===== src/rtl/alu_pkg.sv =====
// alu_pkg: definitions shared by the ALU op sequencer and its register file.
// Holds the ALU function-select codes, the sequencer state encoding, the
// default datapath width and small helpers for classifying FS codes.
package alu_pkg;

  localparam int ALU_WIDTH = 16;

  // ALU function-select codes. The sequencer only treats shifts, PASS and
  // the reserved codes specially; the other codes pass through to the ALU.
  localparam logic [3:0] FS_ADD  = 4'b0000;
  localparam logic [3:0] FS_SUB  = 4'b0001;
  localparam logic [3:0] FS_AND  = 4'b0010;
  localparam logic [3:0] FS_OR   = 4'b0011;
  localparam logic [3:0] FS_XOR  = 4'b0100;
  localparam logic [3:0] FS_NOT  = 4'b0101;
  localparam logic [3:0] FS_SHL  = 4'b0110;
  localparam logic [3:0] FS_SHR  = 4'b0111;
  localparam logic [3:0] FS_INC  = 4'b1100;
  localparam logic [3:0] FS_DEC  = 4'b1111;
  localparam logic [3:0] FS_PASS = 4'b1011;

  typedef enum logic [2:0] {
    ST_IDLE,
    ST_READ,
    ST_EXEC,
    ST_SHIFT_DRV,  // drive the accumulator back onto ALU operand A
    ST_SHIFT_CAP,  // capture the single-bit shift result
    ST_WB
  } state_t;

  function automatic logic is_reserved_fs(input logic [3:0] fs);
    case (fs)
      4'b1000, 4'b1001, 4'b1010, 4'b1101, 4'b1110: return 1'b1;
      default:                                     return 1'b0;
    endcase
  endfunction

  function automatic logic is_shift_fs(input logic [3:0] fs);
    return (fs == FS_SHL) || (fs == FS_SHR);
  endfunction

endpackage


===== src/rtl/alu_regfile.sv =====
// alu_regfile: NREG x WIDTH register file with two combinational read ports
// and one synchronous write port. R0 always reads zero; writes to it are
// dropped.
// Ports:
//   clk, rst           clock, asynchronous active-high reset (clears all entries)
//   we, waddr, wdata   write port, sampled on the rising edge
//   raddr_a / rdata_a  read port A (combinational)
//   raddr_b / rdata_b  read port B (combinational)
module alu_regfile #(
  parameter int WIDTH = 16,
  parameter int NREG  = 8,
  parameter int AW    = $clog2(NREG)
) (
  input  logic             clk,
  input  logic             rst,
  input  logic             we,
  input  logic [AW-1:0]    waddr,
  input  logic [WIDTH-1:0] wdata,
  input  logic [AW-1:0]    raddr_a,
  output logic [WIDTH-1:0] rdata_a,
  input  logic [AW-1:0]    raddr_b,
  output logic [WIDTH-1:0] rdata_b
);

  logic [WIDTH-1:0] mem [NREG];

  // NOTE: this array is deliberately reset -- a mid-op reset must leave every
  // register at 0, so it is built from flops rather than an inferred RAM.
  always_ff @(posedge clk or posedge rst) begin
    if (rst) begin
      for (int i = 0; i < NREG; i++) mem[i] <= '0;
    end else if (we && (waddr != '0)) begin
      mem[waddr] <= wdata;
    end
  end

  assign rdata_a = (raddr_a == '0) ? '0 : mem[raddr_a];
  assign rdata_b = (raddr_b == '0) ? '0 : mem[raddr_b];

endmodule


===== src/rtl/alu_op_sequencer.sv =====
// alu_op_sequencer: multi-cycle controller for a combinational 16-bit ALU.
// Accepts one op at a time over req_valid/req_ready, reads operands from the
// internal register file, drives registered ALU operands, iterates single-bit
// shifts through the ALU, writes the result back and reports done/zero/err.
// Ports:
//   clk, rst                   clock, asynchronous active-high reset
//   req_valid / req_ready      request handshake (ready only while idle)
//   req_fs, req_rd, req_rs,    function select, destination and source
//   req_rt, req_shamt          registers, shift count (shift ops only)
//   alu_a, alu_b, alu_fs       registered ALU inputs
//   alu_y                      ALU result (combinational from alu_a/b/fs)
//   done, result, zero         retire pulse, held result, held result==0 flag
//   err                        pulse when a reserved FS is rejected
//   busy                       high whenever not idle
module alu_op_sequencer
  import alu_pkg::*;
#(
  parameter int WIDTH = ALU_WIDTH,
  parameter int NREG  = 8,
  parameter int AW    = $clog2(NREG),
  parameter int SHW   = 4
) (
  input  logic             clk,
  input  logic             rst,
  input  logic             req_valid,
  output logic             req_ready,
  input  logic [3:0]       req_fs,
  input  logic [AW-1:0]    req_rd,
  input  logic [AW-1:0]    req_rs,
  input  logic [AW-1:0]    req_rt,
  input  logic [SHW-1:0]   req_shamt,
  output logic [WIDTH-1:0] alu_a,
  output logic [WIDTH-1:0] alu_b,
  output logic [3:0]       alu_fs,
  input  logic [WIDTH-1:0] alu_y,
  output logic             done,
  output logic [WIDTH-1:0] result,
  output logic             zero,
  output logic             err,
  output logic             busy
);

  state_t           state, state_nxt;
  logic [3:0]       fs_q;
  logic [AW-1:0]    rd_q, rs_q, rt_q;
  logic [SHW-1:0]   shamt_q;
  logic [SHW-1:0]   cnt;
  logic [WIDTH-1:0] acc;
  logic [WIDTH-1:0] rdata_a, rdata_b;
  logic             accept;

  assign req_ready = (state == ST_IDLE);
  assign busy      = ~req_ready;
  assign accept    = req_valid & req_ready;

  alu_regfile #(
    .WIDTH(WIDTH),
    .NREG (NREG),
    .AW   (AW)
  ) u_regfile (
    .clk    (clk),
    .rst    (rst),
    .we     (state == ST_WB),
    .waddr  (rd_q),
    .wdata  (acc),
    .raddr_a(rs_q),
    .rdata_a(rdata_a),
    .raddr_b(rt_q),
    .rdata_b(rdata_b)
  );

  always_ff @(posedge clk or posedge rst) begin
    if (rst) state <= ST_IDLE;
    else     state <= state_nxt;
  end

  // NOTE: state_nxt gets its default before the case so no path leaves it
  // unassigned, which would otherwise infer a latch.
  always_comb begin
    state_nxt = state;
    case (state)
      ST_IDLE:      if (accept && !is_reserved_fs(req_fs)) state_nxt = ST_READ;
      ST_READ:      state_nxt = ST_EXEC;
      // EXEC already performed the first shift; only extra bits iterate.
      ST_EXEC:      state_nxt = (is_shift_fs(fs_q) && (shamt_q > SHW'(1)))
                                ? ST_SHIFT_DRV : ST_WB;
      ST_SHIFT_DRV: state_nxt = ST_SHIFT_CAP;
      ST_SHIFT_CAP: state_nxt = (cnt == SHW'(1)) ? ST_WB : ST_SHIFT_DRV;
      ST_WB:        state_nxt = ST_IDLE;
      default:      state_nxt = ST_IDLE;
    endcase
  end

  // NOTE: every register here uses <= so all of them sample the values from
  // before the edge; blocking assignments would let acc/cnt race alu_a.
  always_ff @(posedge clk or posedge rst) begin
    if (rst) begin
      fs_q    <= FS_ADD;
      rd_q    <= '0;
      rs_q    <= '0;
      rt_q    <= '0;
      shamt_q <= '0;
      cnt     <= '0;
      acc     <= '0;
      alu_a   <= '0;
      alu_b   <= '0;
      alu_fs  <= FS_PASS;
      result  <= '0;
      zero    <= 1'b0;
      done    <= 1'b0;
      err     <= 1'b0;
    end else begin
      done <= 1'b0;
      err  <= 1'b0;
      case (state)
        ST_IDLE: begin
          if (accept) begin
            fs_q    <= req_fs;
            rd_q    <= req_rd;
            rs_q    <= req_rs;
            rt_q    <= req_rt;
            shamt_q <= req_shamt;
            err     <= is_reserved_fs(req_fs);
          end
        end
        ST_READ: begin
          alu_a  <= rdata_a;
          alu_b  <= rdata_b;
          // A zero-length shift must return A unchanged, so route it as PASS.
          alu_fs <= (is_shift_fs(fs_q) && (shamt_q == '0)) ? FS_PASS : fs_q;
        end
        ST_EXEC: begin
          acc <= alu_y;
          cnt <= shamt_q - SHW'(1);
        end
        ST_SHIFT_DRV: alu_a <= acc;
        ST_SHIFT_CAP: begin
          acc <= alu_y;
          cnt <= cnt - SHW'(1);
        end
        ST_WB: begin
          result <= acc;
          zero   <= (acc == '0);
          done   <= 1'b1;
        end
        default: ;
      endcase
    end
  end

endmodule


===== config.mk =====
export PLATFORM = sky130hd
export DESIGN_NAME = alu_op_sequencer
export DESIGN_NICKNAME = d
export VERILOG_FILES = /design/src/rtl/alu_pkg.sv /design/src/rtl/alu_regfile.sv /design/src/rtl/alu_op_sequencer.sv
export SDC_FILE = /design/constraint.sdc
export NUM_CORES = 1
export LEC_CHECK = 0
export ABC_AREA = 1
export BUFFER_PORTS_ARGS = -buffer_cell sky130_fd_sc_hd__buf_2
export CAP_MARGIN = 40
export CELL_PAD_IN_SITES_DETAIL_PLACEMENT = 1
export CELL_PAD_IN_SITES_GLOBAL_PLACEMENT = 1
export CORE_MARGIN = 4
export CORE_UTILIZATION = 30
export CTS_CLUSTER_SIZE = 24
export DETAILED_ROUTE_END_ITERATION = 16
export PLACE_DENSITY = 0.58
export SLEW_MARGIN = 10
export SYNTH_ARGS = -nofsm -noshare
export SYNTH_HDL_FRONTEND = slang
export SYNTH_SLANG_ARGS = --single-unit

===== constraint.sdc =====
create_clock -name clk -period 10.47 [get_ports clk]
set_input_delay 1.5705 -clock clk [delete_from_list [all_inputs] [get_ports clk]]
set_output_delay 1.5705 -clock clk [all_outputs]
set_load 0.05 [all_outputs]

==> results.sh <==
export IMPL_status="complete, no violations"
export IMPL_worst_pin_slew_ns=0.8257
export IMPL_grt_pass1_wl_um=56210
export IMPL_yosysUniqueCellTypes=24
export IMPL_min_delay_start="alu_fs[3]"
export IMPL_setup_tns_final_ns=0
export IMPL_wl_um=35770
export IMPL_ys_seq_elements=207
export IMPL_critPathLaunchType="flop"
export IMPL_top_usage_layer="met1"
export IMPL_fill_cells=4005
export IMPL_core_area_mm2=0.03278
export IMPL_io_pins=93
export IMPL_dieArea_mm2=0.03641
export IMPL_dr_pass1_iters=5
export IMPL_post_route_min_period_ns=3.206
export IMPL_path_clk_slew_ns=0.06
export IMPL_start_util=0.3058
export IMPL_rows=66
export IMPL_setup_worst_path_start="state[1]"
export IMPL_ir_worst_vdd_mv=0.1371
export IMPL_ctsHoldBuffers=0
export IMPL_end_kind="output pin"
export IMPL_use_met2=0.3018
export IMPL_crit_fanout=6
export IMPL_max_slew_margin_rel=0.4489
export IMPL_required_ns=8.90
export IMPL_postRouteAntennaNets=0
export IMPL_initialDrtViolationCount=550
export IMPL_cts_setup_buffers=0
export IMPL_synth_xor_area_frac=0.0008736
export IMPL_cp_arrival_ns=1.64
export IMPL_synth_avg_cell_area_um2=7.724
export IMPL_die_x_um=190.8
export IMPL_synthMuxAreaShare=0
export IMPL_place_gp_congestion=0.7780
export IMPL_layout_drive_gt1_share=0.1275
export IMPL_fmax_mhz=311.9
export IMPL_yosysWarnings=0
export IMPL_power_density_mw_per_mm2=373.5
export IMPL_maxSlewViolCount=0
export IMPL_clockRootBuffer="clkbuf_16"
export IMPL_cts_buffer_depth=3
export IMPL_cap_violations=0
export IMPL_critical_path_class="flop to output pin"
export IMPL_cts_resized=0
export IMPL_hold_slack_ns=0.4682
export IMPL_drc=0
export IMPL_hold_viol_final=0
export IMPL_layout_cells_non_filler=1830
export IMPL_dpl_hpwl_um=23860
export IMPL_worstReg2RegStart="rs_q[0]"
export IMPL_fin_crit_sh=0.3062
export IMPL_via_count=9052
export IMPL_antennaDiodeCount=0
export IMPL_insertion_delay_ns=0.53
export IMPL_cts_tree="yes"
export IMPL_grt_overflow=0
export IMPL_synth_top_area_frac=0.5092
export IMPL_synth_compound_area_frac=0.1298
export IMPL_met1_usage=0.3034
export IMPL_io_buffers=92
export IMPL_cts_num_sinks=207
export IMPL_rsz0062_at_grt="false"
export IMPL_setup_viol=0
export IMPL_clock_skew_ns=0.008137
export IMPL_die_y_um=190.8
export IMPL_fin_nets=1408
export IMPL_placed_cells=1782
export IMPL_syn_to_final_growth_pct=19.17
export IMPL_met3_usage=0.02893
export IMPL_antenna_found_initial=1
export IMPL_leakage_nw=5.859
export IMPL_wl_per_cell_um=19.55
export IMPL_synth_top_family_by_area="simple AND/OR/NAND/NOR gates"
export IMPL_grt_pass1_vias=9121
export IMPL_ys_seq_area_frac=0.5170
export IMPL_gr_usage_all_layers=0.1979
export IMPL_hp_class="flop to flop"
export IMPL_synth_largest_area_cell="dfrtp_1"
export IMPL_vias_per_cell=4.946
export IMPL_ctsHtreeMaxLevel=1
export IMPL_synthesis_nets=1338
export IMPL_syn_inst=1298
export IMPL_synth_adder_area_share=0.004992
export IMPL_netlist_area_mm2=0.01003
export IMPL_cts_buffers=26
export IMPL_grt_max_degree=89
export IMPL_synth_area_leaders="dfrtp_1, nand2_1, nand3_1"
export IMPL_synthSimpleGateAreaFrac=0.2628
[stage by stage]
step / setup WS (ns) / instance area, um2 / power (mW) / utilization
after floorplan: 3.252 / 10030 / 2.858 / -
after global placement: 7.220 / 10880 / 3.503 / 0.3318
after detailed placement: 7.466 / 11100 / 3.596 / 0.3387
after CTS: 7.242 / 11950 / 4.513 / 0.3644
after global routing: 7.147 / 11950 / 4.834 / 0.3644
final: 7.264 / 11950 / 4.463 / 0.3644
[cell usage in the layout (no fill, tap or decap), types with 2 or more instances in the layout]
cell type	instances
a21oi_1	17
buf_16	6
buf_2	92
buf_4	17
buf_8	2
clkbuf_1	7
clkbuf_16	27
clkbuf_8	5
clkinv_1	3
clkinv_2	7
dfrtp_1	201
dfrtp_2	3
dfstp_2	3
ha_1	4
inv_1	134
inv_2	2
nand2_1	413
nand3_1	152
nand4_1	9
nor2_1	54
nor2_2	2
o211ai_1	55
o21ai_0	111
o21ai_1	48
or2_2	2
[path summary, 6_finish.rpt]
check	to	slack [ns]	cells after the start
worst max-delay path	req_ready	7.26	4
worst min-delay path	alu_fs[3]	0.47	2
worst max register to register	alu_a[3]	7.50	9
worst min register to register	alu_fs[3]	0.47	2
max in group asynchronous	alu_fs[3]	8.09	4
min in group asynchronous	result[5]	1.11	2
[state kept, by name (all words and copies together) (netlist names), 16 cells and up]
| register | flops |
|---|---|
| u_regfile.mem | 112 |
| alu_b | 16 |
| alu_a | 16 |
| result | 16 |
| acc | 16 |
[cells by family (layout without fill, tap and decap cells)]
logic type / Yosys count / count (layout)
xor+xnor: 1 / 1
compound gates: 232 / 232
buf+inv: 217 / 307
flops: 207 / 207
fa+ha+maj: 4 / 4
simple gates: 637 / 637
[critical path, cell delays in order (launching register included)]
cell and delay [ns]:
dfrtp_1 0.43, nor2_1 0.16, nand2_1 0.08, inv_1 0.14
buf_2 0.29
[layout make-up]
cell class | count | area (um2) | area share
Sequential cell | 207 | 5187 | 0.4342
Timing Repair Buffer | 119 | 814.5 | 0.06817
Multi-Input combinational cell | 874 | 4016 | 0.3362
Clock inverter | 9 | 72.57 | 0.006074
Tap cell | 442 | 553.0 | 0.04629
Inverter | 140 | 533.0 | 0.04461
Clock buffer | 39 | 770.7 | 0.06451
[power by group]
part	leakage, nW	switching [mW]	internal (mW)	total [mW]
Combinational	2.78	1.54	0.591	2.13
Sequential	2.66	0.265	1.18	1.45
Clock	0.419	0.358	0.531	0.889
Total	5.86	2.16	2.30	4.46
[synthesized netlist by cell type]
| library cell | n |
|---|---|
| o31ai_1 | 1 |
| nand3_1 | 152 |
| or2_1 | 1 |
| nand3_2 | 1 |
| inv_1 | 135 |
| o211ai_1 | 55 |
| buf_2 | 26 |
| dfrtp_1 | 204 |
| clkinv_1 | 3 |
| dfstp_2 | 3 |
| o21ai_0 | 111 |
| buf_1 | 14 |
| or2_2 | 2 |
| xor2_1 | 1 |
| clkbuf_1 | 37 |
| nand4_1 | 9 |
| a21oi_1 | 17 |
| inv_2 | 2 |
| o21ai_1 | 48 |
| ha_1 | 4 |
| nand2_1 | 413 |
| nor4_2 | 1 |
| nor2_1 | 57 |
| nand4_2 | 1 |
[routing by layer]
layer / part of all wire / routed length [um]
met1: 0.51 / 18210
met2: 0.43 / 15450
met3: 0.046 / 1652
met4: 0.013 / 463
met5: 0 / 0
(Power assumes the default switching activity.)
